## config.mk

```make
export PLATFORM = sky130hd
export DESIGN_NAME = pc_update_flat
export DESIGN_NICKNAME = d
export VERILOG_FILES = /design/src/rtl/pc_update_if.sv /design/src/rtl/pc_update.sv /design/src/flat_wrapper.sv
export SDC_FILE = /design/constraint.sdc
export NUM_CORES = 1
export LEC_CHECK = 0
export BUFFER_PORTS_ARGS = -buffer_cell sky130_fd_sc_hd__buf_2
export CAP_MARGIN = 20
export CORE_ASPECT_RATIO = 2
export CORE_MARGIN = 2
export CORE_UTILIZATION = 50
export CTS_BUF_LIST = sky130_fd_sc_hd__clkbuf_2 sky130_fd_sc_hd__clkbuf_4 sky130_fd_sc_hd__clkbuf_8
export DETAILED_ROUTE_END_ITERATION = 8
export MAX_ROUTING_LAYER = met4
export PLACE_DENSITY_LB_ADDON = 0.05
export RECOVER_POWER = 25
export SYNTH_ARGS = -nofsm -noshare
export SYNTH_HDL_FRONTEND = slang
export SYNTH_SLANG_ARGS = --single-unit
```

## constraint.sdc

```tcl
create_clock -name clk -period 4.5 [get_ports clk]
set_input_delay 0.675 -clock clk [delete_from_list [all_inputs] [get_ports clk]]
set_output_delay 0.675 -clock clk [all_outputs]
set_load 0.01 [all_outputs]
```

## src/rtl/pc_update_if.sv

```systemverilog
// Bus bundle for the program-counter stage.
// master: upstream side (branch_control / decode / regfile) plus the
//         consumers of pc, pc_plus4 and status.
// slave : the pc_update block itself.
interface pc_update_if #(
  parameter int XLEN = 32
);
  // Control and operand inputs to the PC stage
  logic            stall;
  logic            taken;
  logic            jalr;
  logic [XLEN-1:0] imm;
  logic [XLEN-1:0] rs1_data;

  // PC outputs and status
  logic [XLEN-1:0] pc;
  logic [XLEN-1:0] pc_plus4;
  logic            halted;
  logic            trap_misaligned;
  logic [XLEN-1:0] bad_addr;
  logic [31:0]     retired_cnt;
  logic [31:0]     taken_cnt;

  modport master (
    output stall, taken, jalr, imm, rs1_data,
    input  pc, pc_plus4, halted, trap_misaligned, bad_addr,
           retired_cnt, taken_cnt
  );

  modport slave (
    input  stall, taken, jalr, imm, rs1_data,
    output pc, pc_plus4, halted, trap_misaligned, bad_addr,
           retired_cnt, taken_cnt
  );
endinterface

```

## src/rtl/pc_update.sv

```systemverilog
// Program-counter stage of the single-cycle RISC-V core.
// Computes next PC (branch/jal/jalr target when taken, else pc + 4),
// and enters a sticky HALT state with a one-cycle trap pulse when a taken
// target is not 4-byte aligned. Only reset leaves HALT.
// Optional feature macro: PC_STATS_EN builds the retired/taken counters;
// without it both counter outputs are tied to zero.
module pc_update #(
  parameter int              XLEN     = 32,
  parameter logic [XLEN-1:0] RESET_PC = '0
) (
  input  logic     clk,
  input  logic     rstn,
  pc_update_if.slave bus
);

  typedef enum logic {
    S_RUN  = 1'b0,
    S_HALT = 1'b1
  } state_t;

  state_t          state_reg;
  logic [XLEN-1:0] pc_reg;
  logic [XLEN-1:0] bad_addr_reg;
  logic            trap_reg;

  logic [XLEN-1:0] pc_plus4_next;
  logic [XLEN-1:0] base_next;
  logic [XLEN-1:0] sum_next;
  logic [XLEN-1:0] target_next;
  logic            misaligned_next;
  logic            advance_next;

  // Target selection, jalr bit-0 clear, alignment check and retire qualifier
  always_comb begin
    pc_plus4_next   = pc_reg + XLEN'(4);
    base_next       = bus.jalr ? bus.rs1_data : pc_reg;
    sum_next        = base_next + bus.imm;
    target_next     = bus.jalr ? {sum_next[XLEN-1:1], 1'b0} : sum_next;
    // Alignment only matters when the redirect is actually taken
    misaligned_next = bus.taken && (target_next[1:0] != 2'b00);
    advance_next    = (state_reg == S_RUN) && !bus.stall && !misaligned_next;
  end

  // Run/halt state machine with registered PC, trap pulse and bad address
  always_ff @(posedge clk) begin
    if (!rstn) begin
      state_reg    <= S_RUN;
      pc_reg       <= RESET_PC;
      bad_addr_reg <= '0;
      trap_reg     <= 1'b0;
    end else begin
      trap_reg <= 1'b0;
      case (state_reg)
        S_RUN: begin
          if (!bus.stall) begin
            if (misaligned_next) begin
              // PC stays on the faulting instruction
              state_reg    <= S_HALT;
              bad_addr_reg <= target_next;
              trap_reg     <= 1'b1;
            end else begin
              pc_reg <= bus.taken ? target_next : pc_plus4_next;
            end
          end
        end
        S_HALT: begin
          state_reg <= S_HALT;
        end
        default: begin
          state_reg <= S_RUN;
        end
      endcase
    end
  end

`ifdef PC_STATS_EN
  logic [31:0] retired_cnt_reg;
  logic [31:0] taken_cnt_reg;

  // Retirement statistics; both counters wrap naturally at 32 bits
  always_ff @(posedge clk) begin
    if (!rstn) begin
      retired_cnt_reg <= '0;
      taken_cnt_reg   <= '0;
    end else if (advance_next) begin
      retired_cnt_reg <= retired_cnt_reg + 32'd1;
      if (bus.taken) begin
        taken_cnt_reg <= taken_cnt_reg + 32'd1;
      end
    end
  end

  assign bus.retired_cnt = retired_cnt_reg;
  assign bus.taken_cnt   = taken_cnt_reg;
`else
  logic unused_advance;
  assign unused_advance  = advance_next;
  assign bus.retired_cnt = 32'd0;
  assign bus.taken_cnt   = 32'd0;
`endif

  assign bus.pc              = pc_reg;
  assign bus.pc_plus4        = pc_plus4_next;
  assign bus.halted          = (state_reg == S_HALT);
  assign bus.trap_misaligned = trap_reg;
  assign bus.bad_addr        = bad_addr_reg;

endmodule

```

## src/flat_wrapper.sv

```systemverilog
// flat-port wrapper written by rule: the top's interface ports become plain ports
module pc_update_flat 
#(
  parameter int              XLEN     = 32,
  parameter logic [XLEN-1:0] RESET_PC = '0
)
  (clk, rstn, bus_stall, bus_taken, bus_jalr, bus_imm, bus_rs1_data, bus_pc, bus_pc_plus4, bus_halted, bus_trap_misaligned, bus_bad_addr, bus_retired_cnt, bus_taken_cnt);
  pc_update_if #(.XLEN(XLEN)) bus_i ();
  input  logic clk;
  input  logic rstn;
  input wire logic [$bits(bus_i.stall)-1:0] bus_stall;
  input wire logic [$bits(bus_i.taken)-1:0] bus_taken;
  input wire logic [$bits(bus_i.jalr)-1:0] bus_jalr;
  input wire logic [$bits(bus_i.imm)-1:0] bus_imm;
  input wire logic [$bits(bus_i.rs1_data)-1:0] bus_rs1_data;
  output wire logic [$bits(bus_i.pc)-1:0] bus_pc;
  output wire logic [$bits(bus_i.pc_plus4)-1:0] bus_pc_plus4;
  output wire logic [$bits(bus_i.halted)-1:0] bus_halted;
  output wire logic [$bits(bus_i.trap_misaligned)-1:0] bus_trap_misaligned;
  output wire logic [$bits(bus_i.bad_addr)-1:0] bus_bad_addr;
  output wire logic [$bits(bus_i.retired_cnt)-1:0] bus_retired_cnt;
  output wire logic [$bits(bus_i.taken_cnt)-1:0] bus_taken_cnt;
  assign bus_i.stall = bus_stall;
  assign bus_i.taken = bus_taken;
  assign bus_i.jalr = bus_jalr;
  assign bus_i.imm = bus_imm;
  assign bus_i.rs1_data = bus_rs1_data;
  assign bus_pc = bus_i.pc;
  assign bus_pc_plus4 = bus_i.pc_plus4;
  assign bus_halted = bus_i.halted;
  assign bus_trap_misaligned = bus_i.trap_misaligned;
  assign bus_bad_addr = bus_i.bad_addr;
  assign bus_retired_cnt = bus_i.retired_cnt;
  assign bus_taken_cnt = bus_i.taken_cnt;
  pc_update #(.XLEN(XLEN), .RESET_PC(RESET_PC)) u_core (.clk(clk), .rstn(rstn), .bus(bus_i));
endmodule
```

==> impl_metrics.tcl, run 1 <==
set metrics [dict create \
    critical_path_class "primary input to register" \
    grt_pass1_wl_um 31700 \
    crit_required_ps 4790 \
    post-place-ws_ps 343.9 \
    clock_path_buffers 2 \
    die-height_um 156.9 \
    grt-ovfl-total 0 \
    grt_setup_unrepaired "false" \
    cts_buffers 9 \
    max_cap_violations 0 \
    place_hpwl_um 16720 \
    ys_types 64 \
    relSlewSlack_pct 41.14 \
    cts.htree.levels 3 \
    drc 0 \
    first_pass_iters 5 \
    synth_cells 773 \
    cp-start-kind "primary input" \
    port_buffers 166 \
    layout_setup_ws_ps 700.1 \
    netlist_top_cells_area "dfxtp_1 (23%), buf_4 (8.5%), ha_1 (6.9%)" \
    finalCritPeriodShare_pct 84.44 \
    post-route-util_pct 59.35 \
    post-synth-top-area-cell "dfxtp_1" \
    p_leak_uw 0.003219 \
    ant_nets 0 \
    synthFlopType "dfxtp_1" \
    peakVddDrop_v 0.0001482 \
    synth_seq_area_share_pct 22.61 \
    drt_iter0_markers 347 \
    clkTransAtPathRegs_ps 80 \
    antenna_found_initial 0 \
    synth_area_per_cell_sq_um 7.559 \
    gp_congestion 0.9615 \
    grtUsageTotal_pct 33.89 \
    cts_tree "built" \
    fp.coreArea_sq_um 11350 \
    worst_pin_slew_ps 880.7 \
    syn_area_sq_um 5843 \
    grt_max_degree 32 \
    pwr_density_cell_nw_per_um2 307.6 \
    synthTopCellsByCount "nand2_1 (80), nor2_1 (75), a21oi_1 (71), buf_4 (66), dfxtp_1 (66)" \
    max_freq_mhz 263.2 \
    synth.most_common_cell "nand2_1" \
    path_delay_family "compound AO/OA/AOI/OAI gates" \
    cts_hold_buffers 0 \
    dr_total_vias 6166 \
    start_util_pct 51.46 \
    hold_viol_final 0 \
    fin_setup_tns_ps 0 \
    path_max_fanout 18 \
    fp-row-count 55 \
    detail_route.vias_per_cell 5.795 \
    die-area_sq_um 12620 \
    areaGrowthSynthToFinish_pct 15.33 \
    yosys_warnings 0 \
    diodes 0 \
    regArea_sq_um 1321 \
    cpPeakStageDelay_ps 430 \
    finalCriticalPeriod_ps 3800 \
    hold_path.class "register to register" \
    slew_viol_final 0 \
    dp_cells 1048 \
    clock-sinks 66 \
    multiInputGateArea_sq_um 4040 \
    cts-root-buf "clkbuf_8" \
    status "complete, no violations" \
    die_w_um 80.44 \
    synth-edff-count 0 \
    synth_top_area_share_pct 22.61 \
    synth_seq_cells 66 \
    clk-insertion-delay-late_ps 360 \
    wirelength_um 21140 \
    drive_gt1_share_pct 21.80 \
    synthArstFlopShare_pct 0 \
    wire_per_inst_um 19.87 \
    cp-end-kind "register" \
    setup_viol 0 \
    finalNetCount 1019 \
    n_fill_cell 1134 \
    slowest_stage "o31ai_1" \
    cts-resized-gates 0 \
    cp_num_buf_inv 2 \
    skew_ps 16.33 \
    cts_setup_buffers 0 \
    io_pins 231 \
    fin_cells 1064 \
    first_global_vias 6025 \
    cp.arrival_ps 4090 \
    worstPathCellList "buf_2 > mux2_2 > ha_1 > inv_1 > fa_1 > nor2b_1 > o31ai_1 > a21oi_1 > o21ai_0 > nand2b_1 > a221o_1 > a41o_1 > or2_2 > a31oi_1" \
]
## stage by stage
stage / hold WS, ps / power (uW) / instance area (sq um)
finish: 455.5 / 2073 / 6739
detailed placement: 442.9 / 1430 / 6540
floorplan: 476.1 / 1223 / 6080
CTS: 454.5 / 2078 / 6790
global placement: 439.9 / 1421 / 6513
global route: 479.7 / 2180 / 6739
## worst reg2reg max path, stage by stage, from the launching register on
cell	delay (ps)
dfxtp_1	480
inv_1	100
o21ai_0	170
ha_1	310
o211ai_1	200
o21ai_1	190
o2111ai_2	270
a31oi_1	160
o21ai_2	270
o31ai_1	170
or4b_4	520
and3_1	160
a211o_1	260
## cell usage in the layout, fill, tap and decap left out, types with 23 or more instances in the layout
cell type,netlist,final
a21o_1,23,23
a21oi_1,71,71
buf_2,3,125
clkbuf_1,38,41
conb_1,1,64
dfxtp_1,66,66
ha_1,32,32
mux2_2,31,31
nand2_1,80,80
nand3_1,33,33
nor2_1,75,75
o21ai_0,30,30
xnor2_1,29,29
xor2_1,24,24
## kinds of logic (layout without fill, tap and decap cells)
group	Yosys count	count (layout)	synth area share, %
xor gates and xnor gates	53	53	7.944
buffers and inverters	122	208	12.29
AOI/OAI and AO/OA	204	204	22.59
other	1	64	0.06418
muxes	37	37	7.002
and+or+nand+nor	257	257	20.30
adders and majority gates	33	33	7.195
DFF	66	66	22.61
## power by group
part / internal, uW / switching, uW / total (uW) / leakage (uW)
combinational: 286 / 452 / 739 / 0.00255
clock: 385 / 264 / 649 / 0.000127
sequential: 626 / 58.9 / 685 / 0.000538
## routing by layer
layer | up-vias | wire, um | GRT usage, %
li1 | 2918 | - | -
met3 | 77 | 1308 | 4.037
met1 | 2848 | 7180 | 32.48
met2 | 323 | 11370 | 63.25
met5 | - | 0 | -
met4 | 0 | 1279 | 19.13
## cell type report
type / count / share of cell area, %
clock inverter: 6 / 1.671
clock buffer: 10 / 2.042
sequential: 66 / 19.61
inverter: 12 / 0.6684
multi-input combinational: 648 / 59.95
timing repair buffer: 180 / 13.42
tap: 142 / 2.636
## path summary, 6_finish.rpt
path                                           to  cells past startpoint                           startpoint  slack (ps)
max          u_core.bus.bad_addr[28]$_SDFFE_PN0P_                     14                             bus_jalr         700
min           u_core.bus.bad_addr[6]$_SDFFE_PN0P_                      2  u_core.bus.bad_addr[6]$_SDFFE_PN0P_         460
max reg2reg        u_core.bus.pc[31]$_SDFFE_PN0P_                     12        u_core.bus.pc[2]$_SDFFE_PN0P_        1140
min reg2reg   u_core.bus.bad_addr[6]$_SDFFE_PN0P_                      2  u_core.bus.bad_addr[6]$_SDFFE_PN0P_         460
Note: power is estimated with default switching activity, not from simulation.
==> run 2, diff against run 1 <==
- CORE_UTILIZATION: 50 -> 46
- clock period: 4.5 -> 3.2 ns (I/O delays scaled with it)
==> run 2 against run 1 <==
Effect of this change:
- final area increased by 15%
- final cell count rose by 11%
- sequential power increased by 36%
- routed wire length increased by 7.7%
- utilization rose by 3.0 points
- setup slack got worse by 580 ps
==> impl_metrics.tcl, run 2 (synthesized netlist as in run 1, its figures left out) <==
set metrics [dict create \
    areaGrowthSynthToFinish_pct 33.13 \
    grt_max_degree 39 \
    critical_path_class "primary input to register" \
    clock-sinks 66 \
    slowest_stage "or4b_4" \
    clkTransAtPathRegs_ps 80 \
    slew_viol_final 0 \
    grt_pass1_wl_um 33660 \
    diodes 0 \
    setup_viol 0 \
    cp-start-kind "primary input" \
    worstPathCellList "buf_6 > clkbuf_16 > mux2_2 > ha_1 > buf_4 > o21a_1 > nor2_1 > o31ai_2 > a22oi_2 > o31ai_2 > or4b_4 > and3_4 > a211o_1" \
    skew_ps 11.21 \
    gp_congestion 0.9594 \
    finalCriticalPeriod_ps 3082 \
    cts_tree "built" \
    hold_path.class "primary input to register" \
    max_cap_violations 0 \
    drive_gt1_share_pct 33.14 \
    fin_cells 1182 \
    cpPeakStageDelay_ps 560 \
    grtUsageTotal_pct 32.59 \
    clk-insertion-delay-late_ps 350 \
    relSlewSlack_pct 34.92 \
    first_global_vias 6648 \
    die-area_sq_um 13670 \
    crit_required_ps 3450 \
    clock_path_buffers 2 \
    die-height_um 163.4 \
    grt-ovfl-total 0 \
    cts.htree.levels 3 \
    hold_viol_final 0 \
    cts_hold_buffers 0 \
    io_pins 231 \
    layout_setup_ws_ps 118.4 \
    die_w_um 83.70 \
    place_area_sq_um 7503 \
    fp.coreArea_sq_um 12480 \
    fp-row-count 58 \
    layout_commonest_cell "buf_2" \
    antenna_found_initial 0 \
    dr_total_vias 6692 \
    p_total_uw 2916 \
    drc 0 \
    cpMostUsedCell "o31ai_2" \
    final_cell_area_sq_um 7779 \
    wirelength_um 22770 \
    finalCritPeriodShare_pct 96.30 \
    dp_cells 1163 \
    cp.arrival_ps 3330 \
    cp-end-kind "register" \
    path_max_fanout 11 \
    worst_pin_slew_ps 975.1 \
    status "complete, no violations" \
    cts_buffers 9 \
    cts-root-buf "clkbuf_8" \
    start_util_pct 46.81 \
    mostFrequentLayoutCells "buf_2 (124), buf_4 (120), nand2_1 (79)" \
    first_pass_iters 5 \
    peakVddDrop_v 0.0002250 \
    detail_route.vias_per_cell 5.662 \
    finalNetCount 1130 \
    p_leak_uw 0.003746 \
    post-place-ws_ps -351.1 \
    wire_per_inst_um 19.27 \
    ant_nets 0 \
    cp_num_buf_inv 3 \
    pwr_density_cell_nw_per_um2 374.9 \
    drt_iter0_markers 343 \
    path_delay_family "simple AND/OR/NAND/NOR gates" \
    max_freq_mhz 324.5 \
    port_buffers 166 \
    place_hpwl_um 17620 \
]
[run 2: tightest hold or removal path, stage by stage]
cell	delay [ps]
buf_2	100
nor2_1	50
nor2_1	80
nor2_1	40
[run 2: layer usage]
metal | track usage, % | share of wire, % | vias to the layer above
met1 | 30.93 | 34 | 3114
met2 | 59.09 | 53 | 344
met3 | 4.548 | 5.9 | 99
met4 | 23.75 | 7.3 | 0
li1 | - | - | 3135
met5 | - | 0 | -
[run 2: repair_timing]
| action | in CTS | in global routing |
|---|---|---|
| pin swaps | 0 | 8 |
| setup endpoints to repair | 1 | 29 |
| cloned | 0 | 2 |
| buffers inserted | 0 | 2 |
| resized for setup | 1 | 22 |
[run 2: where the power goes]
group | switching [uW] | internal, uW | total, uW | leakage (uW)
sequential | 50.3 | 880 | 931 | 0.000538
combinational | 746 | 604 | 1350 | 0.00313
clock | 364 | 271 | 635 | 0.0000806
[run 2: final timing paths]
check / from / to / slack (ps) / cells after the start
min: bus_stall / u_core.bus.halted$_SDFF_PN0_ / 450 / 4
max reg2reg: u_core.bus.pc[0]$_SDFFE_PN0P_ / u_core.bus.bad_addr[28]$_SDFFE_PN0P_ / 130 / 13
max: bus_jalr / u_core.bus.pc[31]$_SDFFE_PN0P_ / 120 / 13
min reg2reg: u_core.bus.bad_addr[8]$_SDFFE_PN0P_ / u_core.bus.bad_addr[8]$_SDFFE_PN0P_ / 450 / 2
[run 2: layout make-up]
class	count	area, sq um
clock buffer	9	123.9
sequential	66	1321
tap	150	187.7
inverter	12	45.04
fill	1265	4703
multi-input combinational	648	4269
timing repair buffer	291	1797
clock inverter	6	35.03
[run 2: through the flow]
step	hold WS [ps]	TNS, ps	util, %
floorplan	476.1	-110.9	-
global placement	440.7	-5229	60.11
detailed placement	443.6	-6106	60.11
CTS	438.5	0	61.43
global route	482.4	-61.74	62.32
finish	446.4	0	62.32
==> run 3, diff against run 2 <==
- CORE_ASPECT_RATIO: 2 -> 1.5
==> run 3 against run 2 <==
Effect of this change:
- die area is 0.26% lower
- global-route usage is 0.35 points lower
- first-iteration DRC count is 24% lower
- setup slack worse by 46 ps
- flip-flop and latch count stayed put
- sequential share of layout area fell by 0.33 points
- fmax decreased by 1.5%
- critical path depth stayed put
- final cell count is 1.4% higher
- largest power group unchanged
- combinational power barely moved
- final area is 2.1% higher
- critical path type unchanged
- clock skew fell by 2.4 ps
==> impl_metrics.tcl, run 3 (synthesized netlist as in run 1, its figures left out) <==
set metrics [dict create \
    start_util_pct 46.93 \
    fp.coreArea_sq_um 12450 \
    ant_nets 0 \
    io_pins 231 \
    critical_path_class "primary input to register" \
    finalCriticalPeriod_ps 3127 \
    hold_viol_final 0 \
    seq_power_share_pct 29.4 \
    cts.htree.levels 3 \
    slew_viol_final 0 \
    cp.arrival_ps 3390 \
    cts_tree "built" \
    drc 0 \
    clockPowerShare_pct 27.4 \
    dp_cells 1180 \
    cts_hold_buffers 0 \
    grt_pass1_wl_um 32910 \
    p_sw_share_pct 37.61 \
    cp-end-kind "register" \
    layout_setup_ws_ps 72.79 \
    clk-insertion-delay-late_ps 370 \
    first_pass_iters 5 \
    hold_path.class "primary input to register" \
    max_cap_violations 0 \
    die-height_um 142.0 \
    gp_congestion 0.9726 \
    fp-row-count 50 \
    grt-ovfl-total 0 \
    drive_gt1_share_pct 34.23 \
    layout_commonest_cell "buf_4" \
    p_leak_uw 0.003843 \
    cts-root-buf "clkbuf_8" \
    place_area_sq_um 7596 \
    setup_viol 0 \
    skew_ps 8.831 \
    comb_power_share_pct 43.2 \
    clock_path_buffers 2 \
    grt_max_degree 39 \
    port_buffers 166 \
    diodes 0 \
    grtUsageTotal_pct 32.24 \
    post-place-ws_ps -517.3 \
    detail_route.vias_per_cell 5.489 \
    dr_total_vias 6581 \
    cp-start-kind "primary input" \
    worst_pin_slew_ps 1012 \
    max_freq_mhz 319.8 \
    finalCritPeriodShare_pct 97.73 \
    status "complete, no violations" \
    antenna_found_initial 0 \
    clkTransAtPathRegs_ps 90 \
    crit_required_ps 3460 \
    p_sw_uw 1189 \
    p_total_uw 3160 \
    wire_per_inst_um 18.47 \
    relSlewSlack_pct 32.45 \
    peakVddDrop_v 0.0001841 \
    die_w_um 96.03 \
    path_max_fanout 12 \
    final_cell_area_sq_um 7940 \
    areaGrowthSynthToFinish_pct 35.89 \
    wirelength_um 22140 \
    fin_cells 1199 \
    finalNetCount 1140 \
    first_global_vias 6363 \
    place_hpwl_um 17400 \
    internal_power_uw 1972 \
    die-area_sq_um 13640 \
    pwr_density_cell_nw_per_um2 398.0 \
    drt_iter0_markers 261 \
    hold_slack_ps 424.4 \
    mostFrequentLayoutCells "buf_4 (132), buf_2 (126), nand2_1 (79)" \
    n_fill_cell 1231 \
    clock-sinks 66 \
    cts_buffers 9 \
]
==> run 3: cell count changes in the layout (fill, tap and decap cells not counted), moves of 2 or more <==
cell       change
buf_4         +12
clkinv_2       -4
a21oi_2        -2
a211oi_2       -2
bufinv_16      +2
inv_6          +2
buf_2          +2
clkbuf_1       -2
a211oi_4       +2
==> run 3: worst max-delay path: stages <==
cell	delay [ps]
buf_6	110
buf_12	160
mux2_4	320
ha_4	260
a21oi_4	150
o21ai_2	90
a2111oi_4	300
o31ai_2	130
a22oi_2	300
o31ai_4	130
or4b_4	530
and3_4	160
a211o_1	250
==> run 3: repair_timing <==
action,in CTS,in global routing
buffers inserted,0,3
pin swaps,1,16
gates cloned,0,1
gates resized for setup,3,28
endpoints found under the setup margin,3,18
==> run 3: metal layers <==
layer	wire length (um)	share of wire (%)	track usage, %	vias up
li1	-	-	-	3156
met1	8481	38	35.76	3110
met2	11690	53	58.26	268
met3	1281	5.8	4.184	47
met4	692	3.1	10.45	0
met5	0	0	-	-
==> run 3: final timing paths <==
path,from,to,slack (ps),cells after the start
hold reg to reg,u_core.bus.bad_addr[16]$_SDFFE_PN0P_,u_core.bus.bad_addr[16]$_SDFFE_PN0P_,450,2
setup reg to reg,u_core.bus.pc[0]$_SDFFE_PN0P_,u_core.bus.pc[31]$_SDFFE_PN0P_,150,12
setup / recovery,bus_jalr,u_core.bus.pc[31]$_SDFFE_PN0P_,70,13
hold / removal,bus_stall,u_core.bus.halted$_SDFF_PN0_,420,4
==> run 3: stage by stage <==
| stage | TNS [ps] | utilization (%) |
|---|---|---|
| final | 0 | 63.78 |
| after global routing | -34.74 | 63.78 |
| after global placement | -6511 | 61.02 |
| after detailed placement | -7243 | 61.02 |
| after floorplan | -110.9 | - |
| after CTS | 0 | 62.90 |
==> run 3: final cells by class <==
class / count / area (sq um) / area share [%]
clock buffers: 11 / 145.1 / 1.828
clock inverters: 5 / 85.08 / 1.072
inverters: 12 / 45.04 / 0.5673
multi-input cells: 648 / 4303 / 54.19
flip-flops and latches: 66 / 1323 / 16.66
well taps: 156 / 195.2 / 2.458
repair buffers: 301 / 1844 / 23.23
==> run 3: power groups by stage <==
| stage | Sequential [uW] | Combinational, uW | Clock, uW |
|---|---|---|---|
| CTS | 927 | 1320 | 868 |
| global placement | 944 | 1300 | 0 |
| finish | 929 | 1370 | 866 |
| detailed placement | 946 | 1310 | 0 |
| floorplan | 978 | 782 | 0 |
| global route | 936 | 1480 | 904 |
